$ cat src/rtl/uart_ahb_ctrl.sv
// uart_ahb_ctrl
//   AHB-Lite slave that fronts the uart_tx / uart_rx datapath. It decodes a
//   four-word register window, buffers TX and RX bytes in small FIFOs, inserts
//   wait states when a DATA write meets a full TX FIFO, and keeps sticky
//   error status.
//
//   Register map (haddr_i[3:2]):
//     0 DATA   : write pushes byte to TX FIFO, read pops RX FIFO (0 if empty)
//     1 STATUS : [0] txfull [1] txempty [2] rxempty [3] rxfull
//                [4] OVR [5] FRM [6] DROP (sticky, write 1 to clear)
//     2 CTRL   : [15:0] prescale, [16] irq enable
//     3 -      : two-cycle ERROR response
//
//   Ports
//     hclk, hrst_n              clock, async active-low reset
//     hsel_i .. hready_i        AHB-Lite slave inputs
//     hrdata_o/hready_o/hresp_o AHB-Lite slave outputs
//     tx_data_o/tx_valid_o/tx_ready_i   byte stream to uart_tx
//     rx_data_i/rx_valid_i/rx_ready_o   byte stream from uart_rx
//     rx_overrun_i, rx_frame_i          error pulses from uart_rx
//     prescale_o                        baud divisor
//     irq_o                             interrupt (only with UART_CTRL_IRQ_EN)
//
//   Optional feature macro: UART_CTRL_IRQ_EN adds the registered irq_o output
//   and makes CTRL[16] writable. Without it CTRL[16] reads 0.

module uart_ahb_ctrl #(
  parameter int          ADDR_WIDTH   = 32,
  parameter int          DATA_WIDTH   = 32,
  parameter int          FIFO_DEPTH   = 4,
  parameter logic [15:0] PRESCALE_RST = 16'd434
) (
  input  logic                  hclk,
  input  logic                  hrst_n,
  input  logic                  hsel_i,
  input  logic [ADDR_WIDTH-1:0] haddr_i,
  input  logic [1:0]            htrans_i,
  input  logic                  hwrite_i,
  input  logic [2:0]            hsize_i,
  input  logic [DATA_WIDTH-1:0] hwdata_i,
  input  logic                  hready_i,
  output logic [DATA_WIDTH-1:0] hrdata_o,
  output logic                  hready_o,
  output logic [1:0]            hresp_o,
  output logic [7:0]            tx_data_o,
  output logic                  tx_valid_o,
  input  logic                  tx_ready_i,
  input  logic [7:0]            rx_data_i,
  input  logic                  rx_valid_i,
  output logic                  rx_ready_o,
  input  logic                  rx_overrun_i,
  input  logic                  rx_frame_i,
  output logic [15:0]           prescale_o
`ifdef UART_CTRL_IRQ_EN
  ,
  output logic                  irq_o
`endif
);

  localparam int PW = $clog2(FIFO_DEPTH);

  typedef enum logic [2:0] {
    S_IDLE,
    S_DATA,
    S_WAIT,
    S_ERR1,
    S_ERR2
  } state_t;

  state_t      r_state, w_next;
  logic        w_ready;
  logic [1:0]  w_resp;

  logic [1:0]  r_addr;
  logic        r_write;
  logic [7:0]  r_wbyte;

  logic        w_aphase;
  logic [31:0] w_wdata;
  logic        w_dp, w_rd, w_wr_data, w_rd_data, w_wr_stat, w_wr_ctrl;

  // TX FIFO
  logic [7:0]  r_tx_mem [FIFO_DEPTH];
  logic [PW:0] r_tx_wp, r_tx_rp;
  logic        w_tx_empty, w_tx_full, w_tx_push, w_tx_pop;
  logic [7:0]  w_tx_byte;

  // RX FIFO
  logic [7:0]  r_rx_mem [FIFO_DEPTH];
  logic [PW:0] r_rx_wp, r_rx_rp;
  logic        w_rx_empty, w_rx_full, w_rx_push, w_rx_pop, w_drop_set;
  logic [7:0]  w_rx_head;

  // status / control
  logic        r_ovr, r_frm, r_drop;
  logic [15:0] r_prescale;
  logic        w_irq_en;
  logic [31:0] w_rd32;

  // Only haddr_i[3:2], htrans_i[1] and the low word of hwdata_i matter.
  logic        w_unused;
  assign w_unused = ^{haddr_i, hsize_i, htrans_i[0], w_wdata[31:16]};

  assign w_aphase = hsel_i & htrans_i[1] & hready_i;
  assign w_wdata  = 32'(hwdata_i);

  // Data-phase strobes; S_DATA never holds address 3 (that goes to S_ERR1).
  assign w_dp      = (r_state == S_DATA);
  assign w_rd      = w_dp & ~r_write;
  assign w_wr_data = w_dp &  r_write & (r_addr == 2'd0);
  assign w_rd_data = w_dp & ~r_write & (r_addr == 2'd0);
  assign w_wr_stat = w_dp &  r_write & (r_addr == 2'd1);
  assign w_wr_ctrl = w_dp &  r_write & (r_addr == 2'd2);

  //--------------------------------------------------------------------------
  // Bus FSM
  //--------------------------------------------------------------------------
  always_ff @(posedge hclk or negedge hrst_n) begin
    if (!hrst_n) r_state <= S_IDLE;
    else         r_state <= w_next;
  end

  always_comb begin
    w_next  = r_state;
    w_ready = 1'b1;
    w_resp  = 2'b00;
    case (r_state)
      S_IDLE: ;
      S_DATA: begin
        if (w_wr_data & w_tx_full) begin
          w_ready = 1'b0;
          w_next  = S_WAIT;
        end
      end
      S_WAIT: w_ready = ~w_tx_full;
      S_ERR1: begin
        w_ready = 1'b0;
        w_resp  = 2'b01;
        w_next  = S_ERR2;
      end
      S_ERR2: w_resp = 2'b01;
      default: w_next = S_IDLE;
    endcase
    // Whenever this cycle completes a transfer, a pipelined address phase
    // may already be on the bus and decides the next data phase.
    if (w_ready) begin
      if (w_aphase) w_next = (haddr_i[3:2] == 2'd3) ? S_ERR1 : S_DATA;
      else          w_next = S_IDLE;
    end
  end

  always_ff @(posedge hclk or negedge hrst_n) begin
    if (!hrst_n) begin
      r_addr  <= 2'd0;
      r_write <= 1'b0;
      r_wbyte <= 8'd0;
    end else begin
      if (w_aphase & w_ready) begin
        r_addr  <= haddr_i[3:2];
        r_write <= hwrite_i;
      end
      // Hold the stalled byte so the push does not depend on hwdata_i later.
      if (w_wr_data & w_tx_full) r_wbyte <= w_wdata[7:0];
    end
  end

  assign hready_o = w_ready;
  assign hresp_o  = w_resp;

  //--------------------------------------------------------------------------
  // TX FIFO
  //--------------------------------------------------------------------------
  assign w_tx_empty = (r_tx_wp == r_tx_rp);
  assign w_tx_full  = (r_tx_wp[PW] != r_tx_rp[PW]) &&
                      (r_tx_wp[PW-1:0] == r_tx_rp[PW-1:0]);
  // Pushes are gated by ~full, so a full FIFO never sees push+pop together.
  assign w_tx_push  = (w_wr_data | (r_state == S_WAIT)) & ~w_tx_full;
  assign w_tx_byte  = (r_state == S_WAIT) ? r_wbyte : w_wdata[7:0];
  assign w_tx_pop   = ~w_tx_empty & tx_ready_i;

  always_ff @(posedge hclk) begin
    if (w_tx_push) r_tx_mem[r_tx_wp[PW-1:0]] <= w_tx_byte;
  end

  always_ff @(posedge hclk or negedge hrst_n) begin
    if (!hrst_n) begin
      r_tx_wp <= '0;
      r_tx_rp <= '0;
    end else begin
      if (w_tx_push) r_tx_wp <= r_tx_wp + 1'b1;
      if (w_tx_pop)  r_tx_rp <= r_tx_rp + 1'b1;
    end
  end

  assign tx_valid_o = ~w_tx_empty;
  assign tx_data_o  = r_tx_mem[r_tx_rp[PW-1:0]];

  //--------------------------------------------------------------------------
  // RX FIFO
  //--------------------------------------------------------------------------
  assign w_rx_empty = (r_rx_wp == r_rx_rp);
  assign w_rx_full  = (r_rx_wp[PW] != r_rx_rp[PW]) &&
                      (r_rx_wp[PW-1:0] == r_rx_rp[PW-1:0]);
  assign w_rx_pop   = w_rd_data & ~w_rx_empty;
  // On a full FIFO a same-cycle pop frees the slot being written.
  assign w_rx_push  = rx_valid_i & (~w_rx_full | w_rx_pop);
  assign w_drop_set = rx_valid_i & w_rx_full & ~w_rx_pop;
  assign w_rx_head  = w_rx_empty ? 8'd0 : r_rx_mem[r_rx_rp[PW-1:0]];

  always_ff @(posedge hclk) begin
    if (w_rx_push) r_rx_mem[r_rx_wp[PW-1:0]] <= rx_data_i;
  end

  always_ff @(posedge hclk or negedge hrst_n) begin
    if (!hrst_n) begin
      r_rx_wp <= '0;
      r_rx_rp <= '0;
    end else begin
      if (w_rx_push) r_rx_wp <= r_rx_wp + 1'b1;
      if (w_rx_pop)  r_rx_rp <= r_rx_rp + 1'b1;
    end
  end

  assign rx_ready_o = 1'b1;

  //--------------------------------------------------------------------------
  // Sticky status (set wins over a same-cycle clear) and control
  //--------------------------------------------------------------------------
  always_ff @(posedge hclk or negedge hrst_n) begin
    if (!hrst_n) begin
      r_ovr  <= 1'b0;
      r_frm  <= 1'b0;
      r_drop <= 1'b0;
    end else begin
      r_ovr  <= rx_overrun_i | (r_ovr  & ~(w_wr_stat & w_wdata[4]));
      r_frm  <= rx_frame_i   | (r_frm  & ~(w_wr_stat & w_wdata[5]));
      r_drop <= w_drop_set   | (r_drop & ~(w_wr_stat & w_wdata[6]));
    end
  end

  always_ff @(posedge hclk or negedge hrst_n) begin
    if (!hrst_n)        r_prescale <= PRESCALE_RST;
    else if (w_wr_ctrl) r_prescale <= w_wdata[15:0];
  end

  assign prescale_o = r_prescale;

`ifdef UART_CTRL_IRQ_EN
  logic r_irq_en, r_irq;

  always_ff @(posedge hclk or negedge hrst_n) begin
    if (!hrst_n) begin
      r_irq_en <= 1'b0;
      r_irq    <= 1'b0;
    end else begin
      if (w_wr_ctrl) r_irq_en <= w_wdata[16];
      r_irq <= r_irq_en & (~w_rx_empty | w_tx_empty | r_ovr | r_frm | r_drop);
    end
  end

  assign w_irq_en = r_irq_en;
  assign irq_o    = r_irq;
`else
  assign w_irq_en = 1'b0;
`endif

  //--------------------------------------------------------------------------
  // Read data: combinational during the data phase, 0 otherwise
  //--------------------------------------------------------------------------
  always_comb begin
    w_rd32 = 32'd0;
    case (r_addr)
      2'd0: w_rd32 = {24'd0, w_rx_head};
      2'd1: w_rd32 = {25'd0, r_drop, r_frm, r_ovr, w_rx_full, w_rx_empty,
                      w_tx_empty, w_tx_full};
      2'd2: w_rd32 = {15'd0, w_irq_en, r_prescale};
      default: w_rd32 = 32'd0;
    endcase
  end

  assign hrdata_o = w_rd ? DATA_WIDTH'(w_rd32) : '0;

endmodule

$ cat config.mk
export PLATFORM = sky130hd
export DESIGN_NAME = uart_ahb_ctrl
export DESIGN_NICKNAME = d
export VERILOG_FILES = /design/src/rtl/uart_ahb_ctrl.sv
export SDC_FILE = /design/constraint.sdc
export NUM_CORES = 1
export LEC_CHECK = 0
export ABC_AREA = 0
export BUFFER_PORTS_ARGS = -buffer_cell sky130_fd_sc_hd__buf_4
export CAP_MARGIN = 0
export CORE_MARGIN = 2
export CORE_UTILIZATION = 45
export DETAILED_ROUTE_END_ITERATION = 10
export GPL_TIMING_DRIVEN = 0
export HOLD_SLACK_MARGIN = 0.15
export PLACE_DENSITY = 0.71
export SETUP_SLACK_MARGIN = 0.5
export SYNTH_ARGS = -nofsm -noshare
export SYNTH_HDL_FRONTEND = slang
export SYNTH_SLANG_ARGS = --single-unit
$ cat constraint.sdc
create_clock -name hclk -period 5.38 [get_ports hclk]
set_input_delay 1.076 -clock hclk [delete_from_list [all_inputs] [get_ports hclk]]
set_output_delay 1.076 -clock hclk [all_outputs]
set_load 0.02 [all_outputs]
After elaboration in Yosys (flattened, before gate mapping)
Memories as Yosys holds them, arrays and structs flattened.
Cells that the tools add are included.
Storage, ports and cells
  word-level logic and storage cells: 92
  ROM bits: 0
  bits of input ports: 86
  output and inout port bits: 61
  register bits: 45
  memories kept: 2
  bits in latches: 0
  memory bits (writable): 64
Memories
  r_rx_mem: words 4, width 8, rd ports 1, clocked after Yosys merged registers in 0, write ports 1, RTL line 89  | logic [7:0] r_rx_mem [FIFO_DEPTH];
  r_tx_mem: words 4, width 8, rd ports 1, clocked after Yosys merged registers in 0, write ports 1, RTL line 83  | logic [7:0] r_tx_mem [FIFO_DEPTH];
Cells by class
  divide/modulo/power cells: 0
  reduce and logical (&&, ||, !) cells: 7
  mux-type cells: 16
  add/sub/neg operators: 4
  multipliers: 0
  bitwise gates (word level): 36
  shift-type cells: 0
  equality and inequality tests: 15
  order comparisons: 0
Operator list (number)
  case mux 16 bit (3 select lines): 1
  2-to-1 mux 32 bit: 1
  AND 1 bit: 22
  2-to-1 mux 8 bit: 2
  adder 3 x 1 -> 3 bit (second input constant): 4
  inverter 1 bit: 9
  case mux 3 bit (3 select lines): 1
  equality test 3 x 2 -> 1 bit (second input constant): 2
  equality test 3 bit: 2
  2-to-1 mux 1 bit: 6
  2-to-1 mux 3 bit: 2
  bitwise OR 1 bit: 5
  equality test 2 bit: 2
  equality test 2 bit (second input constant): 2
  2-to-1 mux 2 bit: 2
  equality test 3 x 1 -> 1 bit (second input constant): 1
  equality test 3 bit (second input constant): 1
  logical NOT 3 bit: 1
  != test 3 x 2 -> 1 bit (second input constant): 1
  case mux 1 bit (3 select lines): 1
  OR reduction 3 bit: 1
  equality test 2 x 1 -> 1 bit (second input constant): 1
  logical AND 1 bit: 2
  logical NOT 2 bit: 1
  other kinds (4): 5

Depth between registers and ports, before layout
Gate-level depths: netlist of run 1.
  depth after elaboration: 8
  depth in mapped cells: 6
  gate-level depth less buffers: 4

Worst setup path before layout of run 1
Ideal clock, no wire load.
  path type: register to output
  start: reg r_rx_rp[0]
  end: out hrdata_o[1]
  data required time: 4304 ps
  data arrival time: 1731 ps
  path buffers: 1
  stages on the path, launching flop included: 6
  setup slack: 2573 ps
  cells stage by stage: dfrtp_1 > buf_4 > xnor2_1 > a31oi_2 > nand2_1 > a311oi_1
On the way
  word-level cells in the longest chain between the ends: 4
  elaborated cells between the ends (all ways): 5
  classes of those cells: eq/ne: 1; mux: 3; memory: 1
RTL lines
  from (decl): RTL line 90  | logic [PW:0] r_rx_wp, r_rx_rp;
  from (signal assigned): RTL line 220  | if (w_rx_pop) r_rx_rp <= r_rx_rp + 1'b1;
  memory read (4 x 8 bit) or equality test 3 bit (tied branches)
  2-to-1 mux 8 bit *: RTL line 208  | assign w_rx_head = w_rx_empty ? 8'd0 : r_rx_mem[r_rx_rp[PW-1:0]];
  case mux 16 bit (3 select lines) *: RTL line 272  | case (r_addr)
  2-to-1 mux 32 bit *: RTL line 281  | assign hrdata_o = w_rd ? DATA_WIDTH'(w_rd32) : '0;
  to (decl): RTL line 42  | output logic [DATA_WIDTH-1:0] hrdata_o,
Mark *: on every way between the ends. The rest lies on a longest branch, timed or not.

Worst setup path in the final report of run 1
  start: reg r_rx_rp[1]
  end: out hrdata_o[1]
The elaborated chain is that of the path after synthesis.

==> results of run 1 <==
[state kept, by name, indices dropped and copies added, names as in the netlist]
name,flops
r_tx_wp,3
r_ovr,1
r_tx_mem,32
r_write,1
prescale_o,16
r_state,3
r_addr,2
r_rx_mem,32
r_tx_rp,3
r_rx_rp,3
r_frm,1
r_rx_wp,3
r_drop,1
r_wbyte,8
[how the worst max path moves through the flow]
stage	start	end	slack (ns)	cells past startpoint
final	r_rx_rp[1]	hrdata_o[1]	1.97	6
after CTS	r_state[2]	hrdata_o[7]	1.97	7
after global placement	r_state[2]	hrdata_o[7]	2.42	7
after global routing	r_rx_rp[1]	hrdata_o[1]	1.85	6
after detailed placement	r_rx_rp[1]	hrdata_o[1]	2.39	6
after floorplan	r_rx_rp[0]	hrdata_o[1]	2.57	5
[layer usage]
| metal | track usage | up-vias | wire, um |
|---|---|---|---|
| met1 | 0.2131 | 1391 | 4004 |
| met3 | 0.03142 | 11 | 351 |
| met2 | 0.2831 | 63 | 5018 |
| li1 | - | 1355 | - |
| met4 | 0.05063 | 0 | 136 |
| met5 | 0 | - | 0 |
[layout make-up]
| class | instances | area, um^2 | area share |
|---|---|---|---|
| Multi-Input combinational cell | 184 | 1809 | 0.2974 |
| Tap cell | 140 | 175.2 | 0.02879 |
| Clock inverter | 7 | 87.58 | 0.01440 |
| Sequential cell | 109 | 3054 | 0.5021 |
| Inverter | 10 | 37.54 | 0.006170 |
| Clock buffer | 9 | 123.9 | 0.02036 |
| Buffer | 28 | 210.2 | 0.03455 |
| Timing Repair Buffer | 78 | 585.6 | 0.09626 |
[power by group through the flow]
stage	combinational (mW)	sequential, mW	clock, mW
finish	1.04	1.22	0.518
global route	1.14	1.24	0.568
CTS	1.06	1.22	0.531
detailed placement	1.05	1.24	0
global placement	1.03	1.22	0
floorplan	0.696	1.26	0
[worst max-delay path, cell delays in order, from the launching register on]
cell and delay (ns):
dfrtp_1 0.40, buf_2 0.29, xnor2_1 0.15, a31oi_2 0.34, nand2_1 0.10, a311oi_1 0.46, buf_4 0.23
[stage by stage]
step                hold WS (ns)  instance area [um^2]  total power, mW    util  cells
CTS                       0.4932                  6083            2.807  0.5587    565
detailed placement        0.4697                  5872            2.290  0.5393    549
floorplan                 0.4494                  5111            1.952       -    331
global placement          0.4578                  5872            2.253  0.5393    549
finish                    0.4969                  6083            2.774  0.5587    565
global route              0.5096                  6083            2.950  0.5587    565
[layout by cell type, fill, tap and decap left out, types with 4 or more instances in the layout]
cell      count
xor2_1        6
xnor2_1       9
edfxtp_1     64
nand2_1      11
mux2_4        8
ha_1         10
buf_4        97
a211oi_1      4
clkbuf_8      9
and2_1       14
dfstp_2       5
nor2_1        6
conb_1       18
mux2_2       17
mux4_2       15
inv_1         9
buf_6         4
dfrtp_1      40
a221oi_1      5
mux2_1       12
[cells by family (layout without fill, tap and decap cells)]
logic type,Yosys count,count (layout),share of synthesized area
simple gates,55,55,0.07605
compound gates,30,30,0.04905
xor+xnor,17,17,0.03245
flops,109,109,0.6047
fa+ha+maj,10,10,0.02477
other cells,2,18,0.001487
mux,54,54,0.1625
buf+inv,38,132,0.04904
==> flow_metrics.env, run 1 <==
export IMPL_p_clk_frac=0.187
export IMPL_cts_setup_buffers=0
export IMPL_syn_avg_cell_area_um2=16.04
export IMPL_hold_depth=1
export IMPL_worst_path_max_fanout=10
export IMPL_wl_per_cell_um=16.83
export IMPL_postCtsHoldBufs=0
export IMPL_viasPerCell=4.991
export IMPL_worstMarginPinSlew_ns=0.9197
export IMPL_synthFlopType="edfxtp_1"
export IMPL_finalNetCount=516
export IMPL_ctsResizeCount=0
export IMPL_rsz0062_at_grt="no"
export IMPL_clk_pin_slew_worst_paths_ns=0.11
export IMPL_area_growth_pct=20.44
export IMPL_clock_sinks=109
export IMPL_fill_cells=906
export IMPL_first_iter_violations=96
export IMPL_synth_commonest_cells="edfxtp_1, dfrtp_1, buf_4"
export IMPL_timing_rr_start="r_state[2]"
export IMPL_routed_wl_um=9510
export IMPL_ys_top_cells_by_area="edfxtp_1, dfrtp_1, mux4_2"
export IMPL_grt_pass1_vias=2761
export IMPL_die_x_um=109.9
export IMPL_clock_path_buffers=2
export IMPL_min_from="r_frm"
export IMPL_status="finished clean"
export IMPL_dp_hpwl_um=7136
export IMPL_dieArea_um2=12090
export IMPL_tns_ns=0
export IMPL_fp_dieH_um=109.9
export IMPL_root_buffer="clkbuf_8"
export IMPL_ys_ff_latch=109
export IMPL_yosys_area_top_type="edfxtp_1"
export IMPL_swShare=0.3474
export IMPL_hold_path_end="r_frm"
export IMPL_critPathCaptureType="primary output"
export IMPL_core_um2=10890
export IMPL_grt_use_total=0.1654
export IMPL_drv_cap=0
export IMPL_fin_ws_ns=1.975
export IMPL_floorplan_rows=38
export IMPL_cts_tree="built"
export IMPL_ir_drop_v=0.0002305
export IMPL_p_int_mw=1.811
export IMPL_drc_errors=0
export IMPL_finClkSkew_ns=0.005130
export IMPL_hold_path_class="flop to flop"
export IMPL_first_pass_iters=4
export IMPL_num_vias=2820
export IMPL_drv_slew=0
export IMPL_synth_cells=315
export IMPL_htreeDepth=3
export IMPL_async_reset_ff_frac=0.4128
export IMPL_syn_area_um2=5051
export IMPL_grt_max_degree=46
export IMPL_reg2reg_setup_slack_ns=3.11
export IMPL_finalSetupViolCount=0
export IMPL_antenna_cells=0
export IMPL_post_place_ws_ns=2.395
export IMPL_grt_pass1_wl_um=14780
export IMPL_max_freq_ghz=0.2937
export IMPL_io_pins=147
export IMPL_clk_latency_ns=0.36
export IMPL_drive_gt1_frac=0.4306
export IMPL_synthDistinctLibCells=60
export IMPL_power_density_nw_per_um2=456.1
export IMPL_cts_made_buffers=9
export IMPL_synth_edf_count=64
export IMPL_gp_congestion=0.7777
export IMPL_synth_top_area_frac=0.3805
export IMPL_initial_core_util=0.4639
export IMPL_yosysMostFrequentCell="edfxtp_1"
export IMPL_p_leak_nw=2.462
export IMPL_io_buffers=78
export IMPL_fin_crit_ns=3.405
export IMPL_max_slew_margin=0.3858
export IMPL_overflow=0
export IMPL_reg2reg_to="r_rx_mem[3][5]"
export IMPL_finalCritPeriodShare=0.6329
export IMPL_crit_arrival_ns=2.33
export IMPL_ant_nets=0
export IMPL_pwr_share_seq=0.438
export IMPL_p_switching_mw=0.9639
export IMPL_startpoint_type="flop"
export IMPL_ys_seq_area_frac=0.6047
export IMPL_power_frac_comb=0.375
export IMPL_reg2reg_depth=4
export IMPL_hold_viol_final=0
export IMPL_worst_endpoint_required_ns=4.30
export IMPL_crit_type="flop to primary output"
export IMPL_antenna_found_initial=0
export IMPL_synth_warnings=0
(Power assumes the default switching activity.)
==> run 2: changes to the inputs <==
ABC_AREA = 1   (was 0)
PLACE_DENSITY = 0.74   (was 0.71)
clock period = 3 ns   (was 5.38 ns; I/O delays follow)
==> flow_metrics.env, run 2 <==
export IMPL_status="finished clean"
export IMPL_dp_hpwl_um=7626
export IMPL_io_buffers=78
export IMPL_ys_ff_latch=109
export IMPL_synth_xor_area_frac=0.02078
export IMPL_dp_cells=707
export IMPL_antenna_found_initial=0
export IMPL_synth_mux_area_frac=0.02103
export IMPL_drv_cap=0
export IMPL_clock_path_buffers=2
export IMPL_ir_drop_v=0.0005302
export IMPL_num_vias=3650
export IMPL_final_common_cell="buf_4"
export IMPL_drc_errors=0
export IMPL_crit_arrival_ns=1.94
export IMPL_layout_common_cells="buf_4, nand2_1, edfxtp_1"
export IMPL_initial_core_util=0.4610
export IMPL_area_growth_pct=25.86
export IMPL_synth_edf_count=64
export IMPL_synth_compound_area_frac=0.1002
export IMPL_startpoint_type="flop"
export IMPL_routed_wl_um=10700
export IMPL_synthDistinctLibCells=36
export IMPL_first_iter_violations=179
export IMPL_finalNetCount=691
export IMPL_multi_input_area_um2=1695
export IMPL_use_met3=0.04624
export IMPL_top_usage_layer="met2"
export IMPL_grt_pass1_wl_um=16390
export IMPL_cp_cell_sequence="buf_6, xnor2_2, nand4_1, o21ai_1, a21oi_1, nor2_1, buf_4"
export IMPL_antenna_cells=0
export IMPL_overflow=0
export IMPL_finalPower_mw=5.697
export IMPL_p_int_mw=3.457
export IMPL_p_switching_mw=2.240
export IMPL_yosysMostFrequentCell="nand2_1"
export IMPL_ant_nets=0
export IMPL_reg2reg_depth=7
export IMPL_ys_top_cells_by_area="edfxtp_1, dfrtp_1, nand2_1"
export IMPL_htreeDepth=3
export IMPL_drv_slew=0
export IMPL_fin_crit_ns=2.535
export IMPL_yosys_area_top_type="edfxtp_1"
export IMPL_grt_pass1_vias=3500
export IMPL_pwr_share_seq=0.397
export IMPL_cts_made_buffers=9
export IMPL_met1_usage=0.1984
export IMPL_worstMarginPinSlew_ns=0.8053
export IMPL_synthFlopType="edfxtp_1"
export IMPL_crit_type="flop to primary output"
export IMPL_floorplan_rows=38
export IMPL_gp_congestion=0.7751
export IMPL_final_cells=740
export IMPL_post_place_ws_ns=0.6453
export IMPL_max_freq_ghz=0.3944
export IMPL_io_pins=147
export IMPL_hold_viol_final=0
export IMPL_fill_cells=896
export IMPL_viasPerCell=4.932
export IMPL_hold_path_class="input pin to asynchronous set/reset pin"
export IMPL_worst_path_max_fanout=6
export IMPL_dieArea_um2=11960
export IMPL_root_buffer="clkbuf_8"
export IMPL_wl_per_cell_um=14.46
export IMPL_ys_seq_area_frac=0.6112
export IMPL_finalCritPeriodShare=0.8451
export IMPL_finalSetupViolCount=0
export IMPL_core_um2=10840
export IMPL_synth_simple_area_share=0.1425
export IMPL_grt_max_degree=46
export IMPL_fp_dieH_um=109.4
export IMPL_use_met2=0.3351
export IMPL_synth_cells=473
export IMPL_synth_warnings=0
export IMPL_tns_ns=0
export IMPL_async_reset_ff_frac=0.4128
export IMPL_fin_ws_ns=0.4648
export IMPL_first_pass_iters=4
export IMPL_finClkSkew_ns=0.01109
export IMPL_cts_tree="built"
export IMPL_power_frac_comb=0.442
export IMPL_final_util=0.5802
export IMPL_clk_latency_ns=0.37
export IMPL_synth_fa_ha_area_frac=0.02504
export IMPL_drive_gt1_frac=0.3167
export IMPL_swShare=0.3932
export IMPL_die_x_um=109.4
export IMPL_synth_top_area_frac=0.3846
export IMPL_syn_avg_cell_area_um2=10.57
export IMPL_clock_sinks=109
export IMPL_p_clk_frac=0.161
export IMPL_power_density_nw_per_um2=905.8
export IMPL_synth_top_family_by_area="simple AND/OR/NAND/NOR gates"
export IMPL_critPathCaptureType="primary output"
export IMPL_worst_endpoint_required_ns=2.40
export IMPL_p_leak_nw=2.778
export IMPL_rsz0062_at_grt="yes"
export IMPL_max_slew_margin=0.4611
export IMPL_slowest_delay_ns=0.40
export IMPL_grt_use_total=0.1797
export IMPL_cp_slowest_cell="dfrtp_1"
export IMPL_clk_pin_slew_worst_paths_ns=0.10
export IMPL_seq_area_um2=3054
export IMPL_synth_commonest_cells="nand2_1, edfxtp_1, o21ai_0"
export IMPL_syn_area_um2=4997
run 2: area by class of cell:
| class | count | share of cell area |
|---|---|---|
| plain buffers | 32 | 0.04098 |
| repair buffers | 95 | 0.1140 |
| multi-input cells | 304 | 0.2695 |
| clock buffers | 9 | 0.01969 |
| flip-flops and latches | 109 | 0.4856 |
| inverters | 44 | 0.02924 |
| clock inverters | 7 | 0.01313 |
| well taps | 140 | 0.02785 |
run 2: repair_timing:
item	in CTS	in global routing
pin swaps	4	11
setup endpoints to repair	12	22
buffers inserted	10	7
hold buffers	0	0
resized for setup	20	29
run 2: cells by family (layout without fill, tap and decap cells):
family / after synthesis / in the layout
and+or+nand+nor: 164 / 164
DFF: 109 / 109
AOI/OAI and AO/OA: 93 / 93
buffers and inverters: 76 / 187
xor gates and xnor gates: 11 / 11
adders and majority gates: 10 / 10
muxes: 8 / 8
other: 2 / 18
run 2: through the flow:
step           hold slack, ns  instance area, um^2
6_report               0.2237                 6290
5_1_grt                0.2514                 6290
2_1_floorplan          0.3044                 5057
4_1_cts                0.2349                 6150
3_5_place_dp           0.4738                 5818
3_3_place_gp           0.4649                 5818
run 2: power by group through the flow:
stage	Clock, mW	Combinational [mW]	Sequential (mW)
floorplan	0	1.34	2.34
global placement	0	2.10	2.27
detailed placement	0	2.17	2.29
CTS	0.933	2.34	2.26
global route	0.989	2.76	2.30
finish	0.917	2.52	2.26
run 2: routing by layer:
layer	routed length, um	vias to the layer above
met4	185	0
met3	611	18
met5	0	-
met1	4040	1724
li1	-	1793
met2	5865	115
run 2: path summary, 6_finish.rpt:
| kind | endpoint | slack (ns) | startpoint |
|---|---|---|---|
| max in group asynchronous | prescale_o[1] | 2.38 | hrst_n |
| hold reg to reg | r_wbyte[0] | 0.50 | r_wbyte[0] |
| setup / recovery | hrdata_o[1] | 0.46 | r_tx_rp[0] |
| setup reg to reg | r_rx_mem[0][0] | 0.74 | r_state[1] |
| min in group hclk | r_frm | 0.42 | rx_frame_i |
| hold / removal | r_state[1] | 0.22 | hrst_n |
run 2: critical path, delay by kind of cell, from the launching register on:
kind,cells,cell delay [ns]
AOI/OAI and AO/OA,2,0.29
buffers and inverters,2,0.31
and+or+nand+nor,2,0.40
xor gates and xnor gates,1,0.15
DFF,1,0.40
==> run 3: changes to the inputs <==
ABC_AREA = 0   (was 1)
clock period = 2.2 ns   (was 3 ns; I/O delays follow)
==> flow_metrics.env, run 3 (synthesized netlist as in run 1, its figures left out) <==
export IMPL_status="finished with violations"
export IMPL_violations="negative setup slack"
export IMPL_max_slew_margin=0.5972
export IMPL_layout_common_cells="buf_4, edfxtp_1, buf_6"
export IMPL_antenna_found_initial=0
export IMPL_fin_crit_ns=2.543
export IMPL_clock_path_buffers=2
export IMPL_rsz0062_at_grt="yes"
export IMPL_cp_cell_sequence="buf_6, or4b_4, buf_6, buf_6, a211oi_2, buf_4"
export IMPL_dr_wl_met2_um=5878
export IMPL_htreeDepth=3
export IMPL_pwr_share_seq=0.390
export IMPL_swShare=0.3681
export IMPL_io_pins=147
export IMPL_clock_sinks=109
export IMPL_finClkSkew_ns=0.01145
export IMPL_hold_viol_final=0
export IMPL_ant_nets=0
export IMPL_routed_wl_um=10970
export IMPL_gp_congestion=0.7179
export IMPL_grt_pass1_vias=3077
export IMPL_min_from="rx_frame_i"
export IMPL_viasPerCell=5.098
export IMPL_dieArea_um2=12090
export IMPL_first_iter_violations=149
export IMPL_grt_max_degree=46
export IMPL_drc_errors=0
export IMPL_drv_slew=0
export IMPL_cts_made_buffers=9
export IMPL_io_buffers=78
export IMPL_final_util=0.6431
export IMPL_floorplan_rows=38
export IMPL_die_x_um=109.9
export IMPL_post_place_ws_ns=-0.1486
export IMPL_crit_top_cell="buf_6"
export IMPL_root_buffer="clkbuf_8"
export IMPL_max_freq_ghz=0.3932
export IMPL_drive_gt1_frac=0.6087
export IMPL_clk_latency_ns=0.37
export IMPL_cts_tree="built"
export IMPL_slowest_delay_ns=0.51
export IMPL_startpoint_type="flop"
export IMPL_finalSetupViolCount=17
export IMPL_worstMarginPinSlew_ns=0.6042
export IMPL_wl_per_cell_um=18.28
export IMPL_overflow=0
export IMPL_p_clk_frac=0.155
export IMPL_finalCritPeriodShare=1.156
export IMPL_num_vias=3059
export IMPL_initial_core_util=0.4639
export IMPL_drv_cap=0
export IMPL_ir_drop_v=0.0006984
export IMPL_first_pass_iters=4
export IMPL_route_met3_wl_um=524
export IMPL_hold_path_class="input pin to flop"
export IMPL_worst_path_max_fanout=6
export IMPL_core_um2=10890
export IMPL_power_frac_comb=0.455
export IMPL_p_switching_mw=2.884
export IMPL_critPathLaunch="r_state[2]"
export IMPL_final_common_cell="buf_4"
export IMPL_critPathCaptureType="primary output"
export IMPL_p_leak_nw=2.848
export IMPL_timing_rr_start="r_state[2]"
export IMPL_grt_use_total=0.1840
export IMPL_crit_arrival_ns=2.10
export IMPL_area_growth_pct=38.62
export IMPL_crit_type="flop to primary output"
export IMPL_fp_dieH_um=109.9
export IMPL_cp_slowest_cell="or4b_4"
export IMPL_drt_met1_wl_um=4396
export IMPL_worst_endpoint_required_ns=1.76
export IMPL_fin_ws_ns=-0.3434
export IMPL_dp_hpwl_um=7100
export IMPL_finalNetCount=551
export IMPL_clk_pin_slew_worst_paths_ns=0.11
export IMPL_power_density_nw_per_um2=1119
export IMPL_p_int_mw=4.951
export IMPL_grt_pass1_wl_um=16170
export IMPL_top_layer="met4"
export IMPL_antenna_cells=0
## run 3: changes by cell type in the layout (fill, tap and decap cells not counted), sizes merged, moves of 16 or more
cell   change
mux4      +16
nor2      -51
mux2      +29
nand2     -80
buf       +16
o21ai     -63
inv       -30
## run 3: cell type report
type,count,area (um^2)
Buffer,28,260.3
Clock buffer,9,123.9
Clock inverter,7,75.07
Fill cell,789,3886
Inverter,10,37.54
Multi-Input combinational cell,184,2225
Sequential cell,109,3060
Tap cell,140,175.2
Timing Repair Buffer,113,1045
## run 3: layer usage
layer	vias up	GRT usage
met2	81	0.3208
met3	12	0.02905
met4	0	0.06600
met5	-	0
met1	1544	0.2317
li1	1422	-
## run 3: what timing repair did
item / 4_1_cts / 5_1_grt
setup endpoints to repair: 150 / 162
pin swaps: 21 / 17
hold buffers: 1 / 0
gates resized for setup: 82 / 33
buffers inserted: 19 / 12
endpoints found under the hold margin: 40 / 0
gates cloned: 2 / 1
## run 3: worst paths after layout
path / depth (start not counted) / slack [ns] / to
max: 6 / -0.34 / hrdata_o[4]
min: 2 / 0.25 / r_frm
max reg2reg: 7 / 0.10 / r_rx_mem[0][3]
min reg2reg: 1 / 0.52 / r_drop
max in group asynchronous: 2 / 1.15 / r_rx_rp[0]
min in group asynchronous: 2 / 0.60 / r_tx_rp[2]
## run 3: metrics by stage
stage / area (um^2) / hold WS, ns / cells / TNS [ns] / total power [mW]
final: 7002 / 0.2532 / 600 / -5.336 / 7.835
after global routing: 7002 / 0.2470 / 600 / -6.344 / 8.223
after CTS: 6728 / 0.2462 / 587 / -6.228 / 7.445
after detailed placement: 6013 / 0.4670 / 549 / -0.7587 / 5.794
after global placement: 6013 / 0.4615 / 549 / -0.5393 / 5.703
after floorplan: 5253 / 0.1444 / 331 / 0 / 4.967
## run 3: power by group through the flow
stage | combinational (mW) | clock [mW] | sequential, mW
3_5_place_dp | 2.76 | 0 | 3.04
6_report | 3.56 | 1.21 | 3.06
2_1_floorplan | 1.88 | 0 | 3.08
4_1_cts | 3.18 | 1.23 | 3.03
3_3_place_gp | 2.70 | 0 | 3.01
5_1_grt | 3.79 | 1.32 | 3.11
## run 3: critical path: cells and delay by family (launching register included)
| kind | cells | cell delay [ns] |
|---|---|---|
| compound gates | 1 | 0.23 |
| simple gates | 1 | 0.51 |
| buf+inv | 4 | 0.60 |
| flops | 1 | 0.39 |
